--- src/rtl/jsilicon_isa_pkg.sv ---
// rtl/jsilicon_isa_pkg.sv - shared ISA fields, opcodes and execute-stage types
package jsilicon_isa_pkg;

    localparam int OPC_MSB = 7;
    localparam int OPC_LSB = 5;
    localparam int OPC_W   = OPC_MSB - OPC_LSB + 1;
    localparam int IMM_W   = 5;

    localparam logic [OPC_W-1:0] OP_ADD = 3'b000;
    localparam logic [OPC_W-1:0] OP_SUB = 3'b001;
    localparam logic [OPC_W-1:0] OP_MUL = 3'b010;
    localparam logic [OPC_W-1:0] OP_AND = 3'b011;
    localparam logic [OPC_W-1:0] OP_OR  = 3'b100;
    localparam logic [OPC_W-1:0] OP_XOR = 3'b101;
    localparam logic [OPC_W-1:0] OP_LDI = 3'b110;
    localparam logic [OPC_W-1:0] OP_NOP = 3'b111;

    typedef enum logic {
        ST_RUN = 1'b0,
        ST_MUL = 1'b1
    } exec_state_e;

    function automatic logic [OPC_W-1:0] opc_of(input logic [7:0] instr);
        return instr[OPC_MSB:OPC_LSB];
    endfunction

    function automatic logic [IMM_W-1:0] imm_of(input logic [7:0] instr);
        return instr[IMM_W-1:0];
    endfunction

endpackage

--- src/rtl/seq_mul.sv ---
// rtl/seq_mul.sv - shift-add multiplier, one multiplier bit per step
module seq_mul
    import jsilicon_isa_pkg::*;
#(
    parameter int ACC_W = 8
) (
    input  logic                     clock,
    input  logic                     reset_n,
    input  logic                     start,
    input  logic                     step,
    input  logic [ACC_W-1:0]         multiplicand,
    input  logic [IMM_W-1:0]         multiplier,
    output logic                     last,
    output logic [ACC_W+IMM_W-1:0]   product
);

    localparam int PROD_W = ACC_W + IMM_W;

    logic [ACC_W-1:0]  mcand_q;
    logic [IMM_W-1:0]  mplier_q;
    logic [PROD_W-1:0] prod_q;
    logic [2:0]        count_q;
    logic [IMM_W-1:0]  mplier_sh;
    logic [PROD_W-1:0] partial;

    // product already includes the current step, so the final step's sum is usable on the retire edge
    always_comb begin
        mplier_sh = mplier_q >> count_q;
        partial   = mplier_sh[0] ? (PROD_W'(mcand_q) << count_q) : '0;
        product   = prod_q + partial;
    end

    assign last = (count_q == 3'(IMM_W - 1));

    always_ff @(posedge clock or negedge reset_n) begin
        if (!reset_n) begin
            mcand_q  <= '0;
            mplier_q <= '0;
            prod_q   <= '0;
            count_q  <= '0;
        end else if (start) begin
            mcand_q  <= multiplicand;
            mplier_q <= multiplier;
            prod_q   <= '0;
            count_q  <= '0;
        end else if (step) begin
            prod_q   <= product;
            count_q  <= last ? 3'd0 : count_q + 3'd1;
        end
    end

endmodule

--- src/rtl/instr_exec.sv ---
// rtl/instr_exec.sv - accumulator execute stage that paces the fetch stage
module instr_exec
    import jsilicon_isa_pkg::*;
#(
    parameter int ACC_W = 8
) (
    input  logic             clock,
    input  logic             reset_n,
    input  logic             ena,
    input  logic [7:0]       instr_in,
    output logic             fetch_en,
    output logic [ACC_W-1:0] acc_out,
    output logic             zero_flag,
    output logic             carry_flag,
    output logic             busy,
    output logic             instr_done
);

    localparam int PROD_W = ACC_W + IMM_W;

    exec_state_e       state_q, state_d;
    logic [ACC_W-1:0]  acc_q, acc_d;
    logic              zero_q, zero_d;
    logic              carry_q, carry_d;
    logic              done_q;
    logic              acc_wr;
    logic              mul_start, mul_step, mul_last;
    logic [PROD_W-1:0] mul_product;
    logic [OPC_W-1:0]  opcode;
    logic [ACC_W-1:0]  imm;
    logic [ACC_W:0]    sum, diff;

    assign opcode = opc_of(instr_in);
    assign imm    = ACC_W'(imm_of(instr_in));
    assign sum    = {1'b0, acc_q} + {1'b0, imm};
    assign diff   = {1'b0, acc_q} - {1'b0, imm};

    seq_mul #(.ACC_W(ACC_W)) u_mul (
        .clock        (clock),
        .reset_n      (reset_n),
        .start        (mul_start),
        .step         (mul_step),
        .multiplicand (acc_q),
        .multiplier   (imm_of(instr_in)),
        .last         (mul_last),
        .product      (mul_product)
    );

    always_comb begin
        state_d   = state_q;
        acc_d     = acc_q;
        carry_d   = carry_q;
        acc_wr    = 1'b0;
        fetch_en  = 1'b0;
        mul_start = 1'b0;
        mul_step  = 1'b0;
        case (state_q)
            ST_RUN: begin
                if (ena) begin
                    if (opcode == OP_MUL) begin
                        mul_start = 1'b1;
                        state_d   = ST_MUL;
                    end else begin
                        fetch_en = 1'b1;
                        acc_wr   = (opcode != OP_NOP);
                        case (opcode)
                            OP_ADD: begin acc_d = sum[ACC_W-1:0];  carry_d = sum[ACC_W];  end
                            OP_SUB: begin acc_d = diff[ACC_W-1:0]; carry_d = acc_q < imm; end
                            OP_AND: begin acc_d = acc_q & imm;     carry_d = 1'b0;        end
                            OP_OR:  begin acc_d = acc_q | imm;     carry_d = 1'b0;        end
                            OP_XOR: begin acc_d = acc_q ^ imm;     carry_d = 1'b0;        end
                            OP_LDI: begin acc_d = imm;             carry_d = 1'b0;        end
                            default: ;
                        endcase
                    end
                end
            end
            ST_MUL: begin
                if (ena) begin
                    mul_step = 1'b1;
                    if (mul_last) begin
                        fetch_en = 1'b1;
                        acc_wr   = 1'b1;
                        acc_d    = mul_product[ACC_W-1:0];
                        carry_d  = |mul_product[PROD_W-1:ACC_W];
                        state_d  = ST_RUN;
                    end
                end
            end
            default: state_d = ST_RUN;
        endcase
        zero_d = acc_wr ? (acc_d == '0) : zero_q;
        // the fetch stage may be out of reset earlier, so never advance it while we are held
        if (!reset_n) fetch_en = 1'b0;
    end

    always_ff @(posedge clock or negedge reset_n) begin
        if (!reset_n) begin
            state_q <= ST_RUN;
            acc_q   <= '0;
            zero_q  <= 1'b0;
            carry_q <= 1'b0;
            done_q  <= 1'b0;
        end else begin
            state_q <= state_d;
            acc_q   <= acc_d;
            zero_q  <= zero_d;
            carry_q <= carry_d;
            done_q  <= fetch_en;
        end
    end

    assign acc_out    = acc_q;
    assign zero_flag  = zero_q;
    assign carry_flag = carry_q;
    assign busy       = (state_q == ST_MUL);
    assign instr_done = done_q;

endmodule
--- config.mk ---
export PLATFORM = sky130hd
export DESIGN_NAME = instr_exec
export DESIGN_NICKNAME = d
export VERILOG_FILES = /design/src/rtl/jsilicon_isa_pkg.sv /design/src/rtl/seq_mul.sv /design/src/rtl/instr_exec.sv
export SDC_FILE = /design/constraint.sdc
export NUM_CORES = 1
export LEC_CHECK = 0
export ABC_AREA = 0
export ABC_CLOCK_PERIOD_IN_PS = 3900
export CAP_MARGIN = 10
export CORE_MARGIN = 2
export CORE_UTILIZATION = 55
export CTS_CLUSTER_DIAMETER = 40
export DETAILED_ROUTE_END_ITERATION = 8
export DONT_BUFFER_PORTS = 1
export PLACE_DENSITY = 0.7
export SYNTH_ARGS = -nofsm -noshare
export SYNTH_HDL_FRONTEND = slang
export SYNTH_SLANG_ARGS = --single-unit
--- constraint.sdc ---
create_clock -name clock -period 3.9 [get_ports clock]
set_clock_uncertainty 0.05 [all_clocks]
set_input_delay 1.17 -clock clock [delete_from_list [all_inputs] [get_ports clock]]
set_output_delay 1.17 -clock clock [all_outputs]
set_load 0.05 [all_outputs]
==> summary.md, run 1 <==
| Metric | Value |
|---|---|
| Crit path required time | `4060 ps` |
| Clock power frac | `11.5%` |
| EDFF count, synth | `0` |
| Worst Tran Pin Value | `1010 ps` |
| Critical Path Start Type | `flip-flop` |
| Grt ovf | `0` |
| R2R depth | `12` |
| Critical Path AT | `3900 ps` |
| Final setup fails | `0` |
| Max cap viols | `0` |
| Vias per cell | `6.39` |
| R2R setup slack | `160 ps` |
| Net Sw Power | `1.45 mW` |
| Mapped Cells | `406` |
| Routed vias | `3,067` |
| Clock tree root buffer cell | `clkbuf_8` |
| Top delay family on crit path | `simple AND/OR/NAND/NOR gates` |
| CP Buf/Inv Count | `1` |
| First-pass GRT wire length | `14,900 um` |
| PD cells | `792 nW/um^2` |
| Core area | `6030 um^2` |
| Slowest CP cell | `mux4_2` |
| Critical path class | `reg2reg` |
| I/O Pins | `24` |
| Max-slew violations | `0` |
| Initial core utilization | `57.6%` |
| Setup TNS | `0 ps` |
| Synth Register Bits | `41` |
| Largest stage delay on the critical path | `520 ps` |
| R2R Path Start | `u_mul.count_q[0]` |
| CP cell instances | `mux4_2, nand2_1, inv_1, and3_1, ha_1, fa_1, xnor2_2, nor2_1, a221o_1, or3_1, or4_1, o31ai_2` |
| Async S/R FF share, synth | `100%` |
| CTS buffer count | `5` |
| Overall routing resource usage | `26.3%` |
| Die extent in y | `83.5 um` |
| I/O Buffers | `0` |
| WL per Instance | `18.5 um` |
| Final #Nets | `448` |
| CTS tree | `built` |
| DRT iter0 DRCs | `280` |
| Antenna violations before repair | `0` |
| Layout fillers | `551` |
| Hpwl dp | `6780 um` |
| Row Count | `28` |
| Final Hold Fails | `0` |
| Max Freq | `0.267 GHz` |
| CP endpoint kind | `flip-flop` |
| Outcome | `finished clean` |
| Clk pin slew, worst setup/hold paths | `80 ps` |
| Largest net degree at the start of global routing | `43` |
| Count of different cell masters after synthesis | `67` |
| CTS H-tree lvls | `2` |
| DRC viols | `0` |
| Sink Count | `41` |
| Rel. slew slack | `32.7%` |
| Syn. warnings | `0` |
| DRT antenna net count | `0` |
| Clock tree buffer depth | `2` |
| Reg power frac | `29.0%` |
| Min Tclk post-route | `3740 ps` |
| DIE AREA | `6970 um^2` |
| Die X | `83.5 um` |
| Leak pwr | `1.70 nW` |
| Syn Nets | `449` |
| Avg Cell Area, Syn | `8.56 um^2` |
| GPL Wtd Cong | `0.872` |
| Most frequent cells in the layout | `nand2_1 (42), dfrtp_1 (41), o21ai_0 (33)` |
| Min-delay worst type | `reg2reg` |
| R2R Path End | `zero_flag` |
| Most used DFF post-synth | `dfrtp_1` |
| Pwr Total | `2.92 mW` |
| Commonest non-fill, non-tap cell in the layout | `nand2_1` |
| Sequential-to-total area share from yosys stat | `29.5%` |
| VDD IR-drop max | `0.429 mV` |
| DR pass1 iterations | `5` |
| Worst-path maximum fanout | `3` |
| Crit share post-route | `96.0%` |
| Switching part of the total | `49.6%` |
| Mapped Area | `3470 um^2` |
| Diode count | `0` |
| Worst Hold End | `u_mul.mplier_q[3]` |
| Internal power | `1.47 mW` |
| Power share of the combinational group | `59.5%` |
| CTS Hold Buffers Added | `0` |
| Hold path depth | `2` |
| Clock latency at the later pin of the worst-skew pair | `290 ps` |
| Hold path startpoint | `u_mul.mplier_q[3]` |
| Layout cell share with drive strength beyond 1 | `10.1%` |
| Area Overhead vs Synth | `6.12%` |
| Total routed wirelength | `8890 um` |
| Vias in the first global route | `2,897` |
-- state kept, by name, indices dropped and copies added, names as in the netlist --
signal,flops
acc_out,8
u_mul.mplier_q,5
u_mul.prod_q,13
u_mul.count_q,3
u_mul.mcand_q,8
carry_flag,1
zero_flag,1
busy,1
instr_done,1
-- how the worst max path moves through the flow --
stage / startpoint / end / slack [ps] / cells past startpoint
after detailed placement: instr_in[0] / zero_flag / 130 / 9
final: u_mul.count_q[0] / zero_flag / 160 / 12
after global routing: u_mul.count_q[0] / zero_flag / -10 / 13
after floorplan: instr_in[5] / fetch_en / 130 / 6
after CTS: u_mul.count_q[0] / zero_flag / 160 / 12
after global placement: instr_in[0] / zero_flag / 130 / 9
-- worst min-delay path, cell delays in order, from the launching register on --
cell	delay [ps]
dfrtp_1	340
nand2_1	50
o21ai_0	60
-- stage by stage --
step	cells	area [um^2]	utilization [%]	setup slack [ps]	hold slack [ps]
after floorplan	406	3470	-	131	395
after global placement	473	3570	59.2	126	407
after detailed placement	473	3570	59.2	127	416
after CTS	480	3670	61.0	164	433
after global routing	480	3690	61.2	-13.2	448
final	480	3690	61.2	156	432
-- power groups by stage --
stage	logic, mW	clock network, mW	registers, mW
6_report	1.74	0.334	0.847
5_1_grt	1.93	0.352	0.872
4_1_cts	1.71	0.337	0.844
3_5_place_dp	1.70	0	0.852
3_3_place_gp	1.67	0	0.849
2_1_floorplan	1.21	0	0.920
-- layer usage --
metal,GRT usage [%],part of all wire (%),wire length (um)
met4,5.28,0.85,76
met1,40.8,50,4480
met2,39.2,43,3810
met3,3.66,5.8,518
met5,0,0,0
-- area by class of cell --
| cell class | count | area [um^2] | share of cell area (%) |
|---|---|---|---|
| Clock buffer | 5 | 68.8 | 1.87 |
| Tap cell | 75 | 93.8 | 2.55 |
| Clock inverter | 2 | 35.0 | 0.950 |
| Multi-Input combinational cell | 319 | 2260 | 61.4 |
| Inverter | 23 | 86.3 | 2.34 |
| Timing Repair Buffer | 15 | 113 | 3.05 |
| Sequential cell | 41 | 1030 | 27.8 |
-- synth_stat cells, types with 3 or more instances --
library cell / number / share of area (%)
and2_1: 3 / 0.54
xnor2_1: 7 / 1.8
a211oi_1: 7 / 1.5
fa_1: 3 / 1.7
xor2_1: 7 / 1.8
nor2_1: 31 / 3.4
mux2i_1: 5 / 1.4
buf_2: 7 / 1.0
buf_4: 4 / 0.86
a221oi_1: 4 / 1.0
a21o_1: 4 / 0.86
nand3_1: 22 / 3.2
clkbuf_1: 10 / 1.1
o211ai_1: 4 / 0.86
nand2_1: 42 / 4.5
ha_1: 29 / 10
nand2b_1: 5 / 0.90
nor3_1: 6 / 0.86
nor4_1: 3 / 0.54
a31oi_1: 5 / 0.90
inv_1: 22 / 2.4
o31ai_1: 4 / 0.86
nor2b_1: 7 / 1.3
dfrtp_1: 41 / 30
a21oi_1: 24 / 3.5
mux2_2: 5 / 1.6
or4_1: 3 / 0.65
o21bai_1: 4 / 0.86
o221ai_1: 3 / 0.76
o21ai_0: 33 / 4.8
-- logic make-up (layout without fill, tap and decap cells) --
logic type	after synthesis	count (layout)	share of synthesized area [%]
and+or+nand+nor	133	133	18.2
adders and majority gates	32	32	12.2
muxes	13	13	5.12
buffers and inverters	46	45	5.66
xor gates and xnor gates	14	14	3.53
AOI/OAI and AO/OA	127	127	25.8
DFF	41	41	29.5
-- what timing repair did --
| item | 4_1_cts | 5_1_grt |
|---|---|---|
| setup endpoints to repair | 0 | 3 |
| resized for setup | 0 | 2 |
| setup buffers | 0 | 0 |
(Power assumes the default switching activity.)
==> run 2: changes to the inputs <==
SYNTH_HIERARCHICAL = 1   (was not set)
==> run 2 against run 1 <==
- critical endpoint is now carry_flag
- fmax is 0.17% lower
- largest cell class unchanged
- hold slack better by 30 ps
- core utilization is 0.22 points lower
==> summary.md, run 2 <==
| Metric | Value |
|---|---|
| Outcome | `finished clean` |
| Die extent in y | `88.7 um` |
| DR pass1 iterations | `5` |
| Max cap viols | `0` |
| R2R Path End | `carry_flag` |
| Synth Register Bits | `41` |
| Rel. slew slack | `44.5%` |
| R2R setup slack | `150 ps` |
| Post-route non-filler standard cell count | `548` |
| Vias in the first global route | `3,118` |
| Layout cell share with drive strength beyond 1 | `15.3%` |
| Worst Hold End | `u_mul/mplier_q[0]` |
| Most frequent cells in the layout | `nor2_1 (43), dfrtp_1 (40), a21oi_1 (33)` |
| Min-delay worst type | `reg2reg` |
| Mapped Cells | `460` |
| Count of different cell masters after synthesis | `66` |
| RSZ-0062 raised after global routing | `false` |
| DRT iter0 DRCs | `344` |
| R2R Path Start | `u_mul/count_q[0]` |
| EDFF count, synth | `0` |
| CP endpoint kind | `flip-flop` |
| Largest Register | `u_mul/prod_q` |
| I/O Buffers | `0` |
| CTS Hold Buffers Added | `0` |
| Syn. warnings | `6` |
| Total routed wirelength | `10,100 um` |
| Placed cell area | `4000 um^2` |
| Crit path required time | `4040 ps` |
| Most instantiated cells after synthesis | `nor2_1 (46), dfrtp_1 (41), a21oi_1 (35), ha_1 (29), inv_1 (27)` |
| Final setup fails | `0` |
| PD cells | `859 nW/um^2` |
| Crit share post-route | `96.2%` |
| Die X | `88.7 um` |
| Largest stage delay on the critical path | `540 ps` |
| Grt ovf | `0` |
| Sink Count | `41` |
| Critical Path Start Type | `flip-flop` |
| Worst-path maximum fanout | `5` |
| Top-count cell post-synth | `nor2_1` |
| Initial core utilization | `57.5%` |
| Post-route cell area | `4190 um^2` |
| CTS buffer count | `5` |
| Hold path depth | `1` |
| Critical Path AT | `3890 ps` |
| Biggest area consumer among synthesized cells | `dfrtp_1` |
| Most used DFF post-synth | `dfrtp_1` |
| Top delay family on crit path | `simple AND/OR/NAND/NOR gates` |
| Clock latency at the later pin of the worst-skew pair | `300 ps` |
| Leak pwr | `1.83 nW` |
| I/O Pins | `24` |
| Clock tree buffer depth | `2` |
| Top-area cell type share of the netlist area | `26.0%` |
| Core area | `6870 um^2` |
| Clk pin slew, worst setup/hold paths | `90 ps` |
| DRT antenna net count | `0` |
| Final #Nets | `494` |
| Hpwl dp | `7600 um` |
| Clock tree root buffer cell | `clkbuf_8` |
| Critical path class | `reg2reg` |
| R2R depth | `15` |
| GPL Wtd Cong | `0.994` |
| Min Tclk post-route | `3750 ps` |
| Final Hold Fails | `0` |
| CP Buf/Inv Count | `1` |
| CP cell instances | `mux4_2, nand2b_4, nor2_2, ha_1, inv_1, fa_2, and2b_1, o2111ai_2, a21o_1, and2_1, xnor2_1, or4_4, nor3_2, a31oi_1, mux2_2` |
| DIE AREA | `7870 um^2` |
| DRC viols | `0` |
| Antenna violations before repair | `0` |
| CTS H-tree lvls | `2` |
| Routed vias | `3,450` |
| CTS tree | `built` |
| Max FFs per register | `13` |
| Max Freq | `0.267 GHz` |
| Worst Tran Pin Value | `833 ps` |
| Syn Nets | `503` |
| Sequential-to-total area share from yosys stat | `26.0%` |
| Avg Cell Area, Syn | `8.58 um^2` |
| DP Cell Count | `540` |
| Slowest CP cell | `or4_4` |
| First-pass GRT wire length | `16,300 um` |
| Max-slew violations | `0` |
| Async S/R FF share, synth | `100%` |
| Row Count | `30` |
| Vias per cell | `6.30` |
| Commonest non-fill, non-tap cell in the layout | `nor2_1` |
| Synth area leaders | `dfrtp_1 (26%), ha_1 (9.2%), mux2_2 (4.6%), a21oi_1 (4.4%), nor2_1 (4.4%)` |
| Hold path startpoint | `u_mul/mplier_q[0]` |
| Area Overhead vs Synth | `6.02%` |
| Mapped Area | `3950 um^2` |
| Overall routing resource usage | `26.7%` |
| WL per Instance | `18.3 um` |
| Diode count | `0` |
| VDD IR-drop max | `0.528 mV` |
| Largest net degree at the start of global routing | `43` |
-- run 2: cell count changes after synthesis, sizes merged, moves of 5 or more --
cell,delta
inv,+6
clkbuf,+5
nand3,-6
nand2,-17
nand4,+6
o21ai,-17
nor3,+6
mux2i,+12
a21oi,+11
mux2,+11
nor2,+15
nand2b,+7
-- run 2: worst register-to-register path: cells and delay by family (launching register included) --
family                   cells  cell delay, ps
AND/OR/NAND/NOR              6            1320
multiplexers                 2             650
adder cells (fa/ha/maj)      2             550
AO/OA/AOI/OAI                3             460
flip-flops                   1             420
XOR/XNOR                     1             140
buffers and inverters        1              60
-- run 2: cells by family (layout without fill, tap and decap cells) --
group                      after synthesis  count (layout)  synth area share [%]
AOI/OAI and AO/OA                      114             114                  20.1
xor gates and xnor gates                14              14                  3.11
adders and majority gates               32              32                  10.7
buffers and inverters                   60              52                  7.89
DFF                                     41              41                  26.0
muxes                                   37              37                  11.2
and+or+nand+nor                        162             162                  21.1
-- run 2: worst max path at each step --
stage	startpoint	end	slack (ps)	cells past startpoint
after floorplan	u_mul/count_q[0]	carry_flag	170	16
after global placement	u_mul/count_q[1]	carry_flag	50	15
after detailed placement	u_mul/count_q[1]	carry_flag	-70	15
after CTS	u_mul/count_q[0]	carry_flag	20	15
after global routing	u_mul/count_q[0]	carry_flag	5	15
final	u_mul/count_q[0]	carry_flag	150	15
-- run 2: final cells by class --
class	count	area [um^2]
Fill cell	594	2680
Clock inverter	3	46.3
Inverter	28	105
Tap cell	96	120
Timing Repair Buffer	16	140
Clock buffer	5	68.8
Multi-Input combinational cell	359	2680
Sequential cell	41	1030
-- run 2: timing repair --
item | CTS | global route
endpoints found under the setup margin | 1 | 2
pin swaps | 0 | 2
buffers inserted | 0 | 0
endpoints found under the hold margin | 0 | 0
gates resized for setup | 4 | 16
-- run 2: power breakdown --
part	total, mW	switching, mW	leakage (nW)	internal [mW]
Clock	0.358	0.166	0.0543	0.192
Combinational	2.25	1.30	1.28	0.952
Sequential	0.984	0.374	0.497	0.609
Total	3.59	1.84	1.83	1.75
-- run 2: through the flow --
step	total power [mW]	TNS (ps)	util, %	hold WS (ps)	worst slack [ps]
finish	3.59	0	60.9	462	150
global placement	3.07	0	58.2	439	46.6
detailed placement	3.11	-67.5	58.2	444	-67.5
global route	3.86	0	60.9	480	4.53
CTS	3.49	0	60.1	465	20.7
floorplan	2.61	0	-	425	171
-- run 2: layer usage --
metal / wire length, um / part of all wire, % / track usage [%] / vias up
li1: - / - / - / 1650
met1: 4720 / 47 / 39.8 / 1663
met2: 4520 / 45 / 40.2 / 128
met3: 713 / 7.1 / 5.22 / 9
met4: 104 / 1.0 / 6.06 / 0
met5: 0 / 0 / 0 / -
==> run 3: changes to the inputs <==
REMOVE_ABC_BUFFERS = 1   (was not set)
==> run 3 against run 2 <==
- critical path depth shrank 1
- global-route usage increased by 1.2 points
- count of clock-buffer cells in the layout grew 1
==> summary.md, run 3 (same netlist as run 2, synthesis figures left out) <==
| Metric | Value |
|---|---|
| I/O Buffers | `0` |
| Worst-path maximum fanout | `7` |
| CP cell instances | `mux4_2, nand2b_4, and2_2, a21oi_1, ha_2, a21o_1, a31oi_2, a211o_2, nand3_1, xor2_1, or4_1, nor3_1, a31oi_1, mux2_2` |
| Leak pwr | `1.82 nW` |
| Max cap viols | `0` |
| Final #Nets | `499` |
| WL per Instance | `18.8 um` |
| Crit path required time | `4040 ps` |
| CTS tree | `built` |
| CTS H-tree lvls | `2` |
| CTS buffer count | `5` |
| DRT iter0 DRCs | `251` |
| Slowest CP cell | `mux4_2` |
| Max-slew violations | `0` |
| Die extent in y | `88.7 um` |
| Final Hold Fails | `0` |
| Max FFs per register | `13` |
| Worst Tran Pin Value | `862 ps` |
| Min-delay worst type | `reg2reg` |
| Vias per cell | `6.31` |
| Critical Path Start Type | `flip-flop` |
| Diode count | `0` |
| Placed cell area | `4010 um^2` |
| Net Sw Power | `1.84 mW` |
| Largest net degree at the start of global routing | `43` |
| Switching part of the total | `52.0%` |
| PD cells | `851 nW/um^2` |
| Hpwl dp | `7770 um` |
| I/O Pins | `24` |
| Largest stage delay on the critical path | `550 ps` |
| Layout cell share with drive strength beyond 1 | `14.4%` |
| First-pass GRT wire length | `16,900 um` |
| Initial core utilization | `57.5%` |
| Crit share post-route | `95.9%` |
| Power share of the combinational group | `63.7%` |
| Critical Path AT | `3880 ps` |
| Die X | `88.7 um` |
| Sink Count | `41` |
| Total routed wirelength | `10,400 um` |
| Routed vias | `3,492` |
| Clock tree root buffer cell | `clkbuf_8` |
| DRC viols | `0` |
| RSZ-0062 raised after global routing | `false` |
| Clock power frac | `8.2%` |
| Row Count | `30` |
| Clock latency at the later pin of the worst-skew pair | `300 ps` |
| Final hold slack | `466 ps` |
| Pwr Total | `3.53 mW` |
| Internal power | `1.69 mW` |
| Largest Register | `u_mul/prod_q` |
| Antenna violations before repair | `0` |
| Reg power frac | `28.1%` |
| DR pass1 iterations | `5` |
| Clock tree buffer depth | `2` |
| Post-route cell area | `4150 um^2` |
| Core area | `6870 um^2` |
| CP endpoint kind | `flip-flop` |
| Most frequent cells in the layout | `nor2_1 (44), dfrtp_1 (40), a21oi_1 (35)` |
| Commonest non-fill, non-tap cell in the layout | `nor2_1` |
| Vias in the first global route | `3,293` |
| DIE AREA | `7870 um^2` |
| VDD IR-drop max | `0.703 mV` |
| Final setup fails | `0` |
| Rel. slew slack | `42.5%` |
| Max Freq | `0.267 GHz` |
| Critical path class | `reg2reg` |
| Clk pin slew, worst setup/hold paths | `90 ps` |
| Area Overhead vs Synth | `5.07%` |
| Min Tclk post-route | `3740 ps` |
| Outcome | `finished clean` |
| Overall routing resource usage | `27.9%` |
| GPL Wtd Cong | `0.943` |
| Grt ovf | `0` |
| DRT antenna net count | `0` |
run 3: cell count changes in the layout (fill, tap and decap cells not counted), sizes merged:
cell,change
clkbuf,+1
buf,+5
clkinv,-1
clkinvlp,+1
bufinv,-1
run 3: worst paths after layout:
check	from	end	cells after the start	slack, ps
max reg2reg	u_mul/count_q[0]	carry_flag	14	160
min in group asynchronous	reset_n	acc_out[1]	0	500
max in group asynchronous	reset_n	acc_out[6]	0	3210
min reg2reg	u_mul/mplier_q[3]	u_mul/mplier_q[3]	1	470
max	u_mul/count_q[0]	carry_flag	14	160
min	u_mul/mplier_q[3]	u_mul/mplier_q[3]	1	470
run 3: timing repair:
action / CTS / global route
setup endpoints to repair: 0 / 1
buffers inserted: 0 / 2
gates resized for setup: 0 / 10
hold buffers: 0 / 0
run 3: metal layers:
layer,vias to the layer above,wire (um),track usage (%)
met1,1683,5040,41.7
met4,0,140,7.16
met3,19,619,4.76
met2,128,4600,41.9
li1,1662,-,-
met5,-,0,0
run 3: power by group through the flow:
stage	registers (mW)	clock network, mW	logic [mW]
finish	0.993	0.291	2.25
global route	1.02	0.312	2.47
CTS	0.982	0.294	2.13
detailed placement	0.989	0	2.12
global placement	0.982	0	2.09
floorplan	1.02	0	1.48
run 3: per-stage QoR:
stage | utilization (%) | std cells | TNS, ps | setup slack [ps]
3_5_place_dp | 58.3 | 543 | 0 | 113
4_1_cts | 59.6 | 551 | 0 | 74.7
5_1_grt | 60.4 | 553 | 0 | 11.5
3_3_place_gp | 58.3 | 543 | 0 | 201
6_report | 60.4 | 553 | 0 | 161
2_1_floorplan | - | 428 | -40.8 | -40.8
run 3: final cells by class:
cell class,count,area (um^2)
timing repair buffer,21,161
clock inverter,2,15.0
inverter,28,105
tap,96,120
sequential,41,1030
multi-input combinational,359,2650
clock buffer,6,72.6
fill,607,2720
run 3: worst max-delay path, delay by kind of cell, from the launching register on:
family | cells | cell delay (ps)
simple gates | 5 | 1150
mux | 2 | 810
compound gates | 5 | 730
fa+ha+maj | 1 | 410
flops | 1 | 390
xor+xnor | 1 | 80
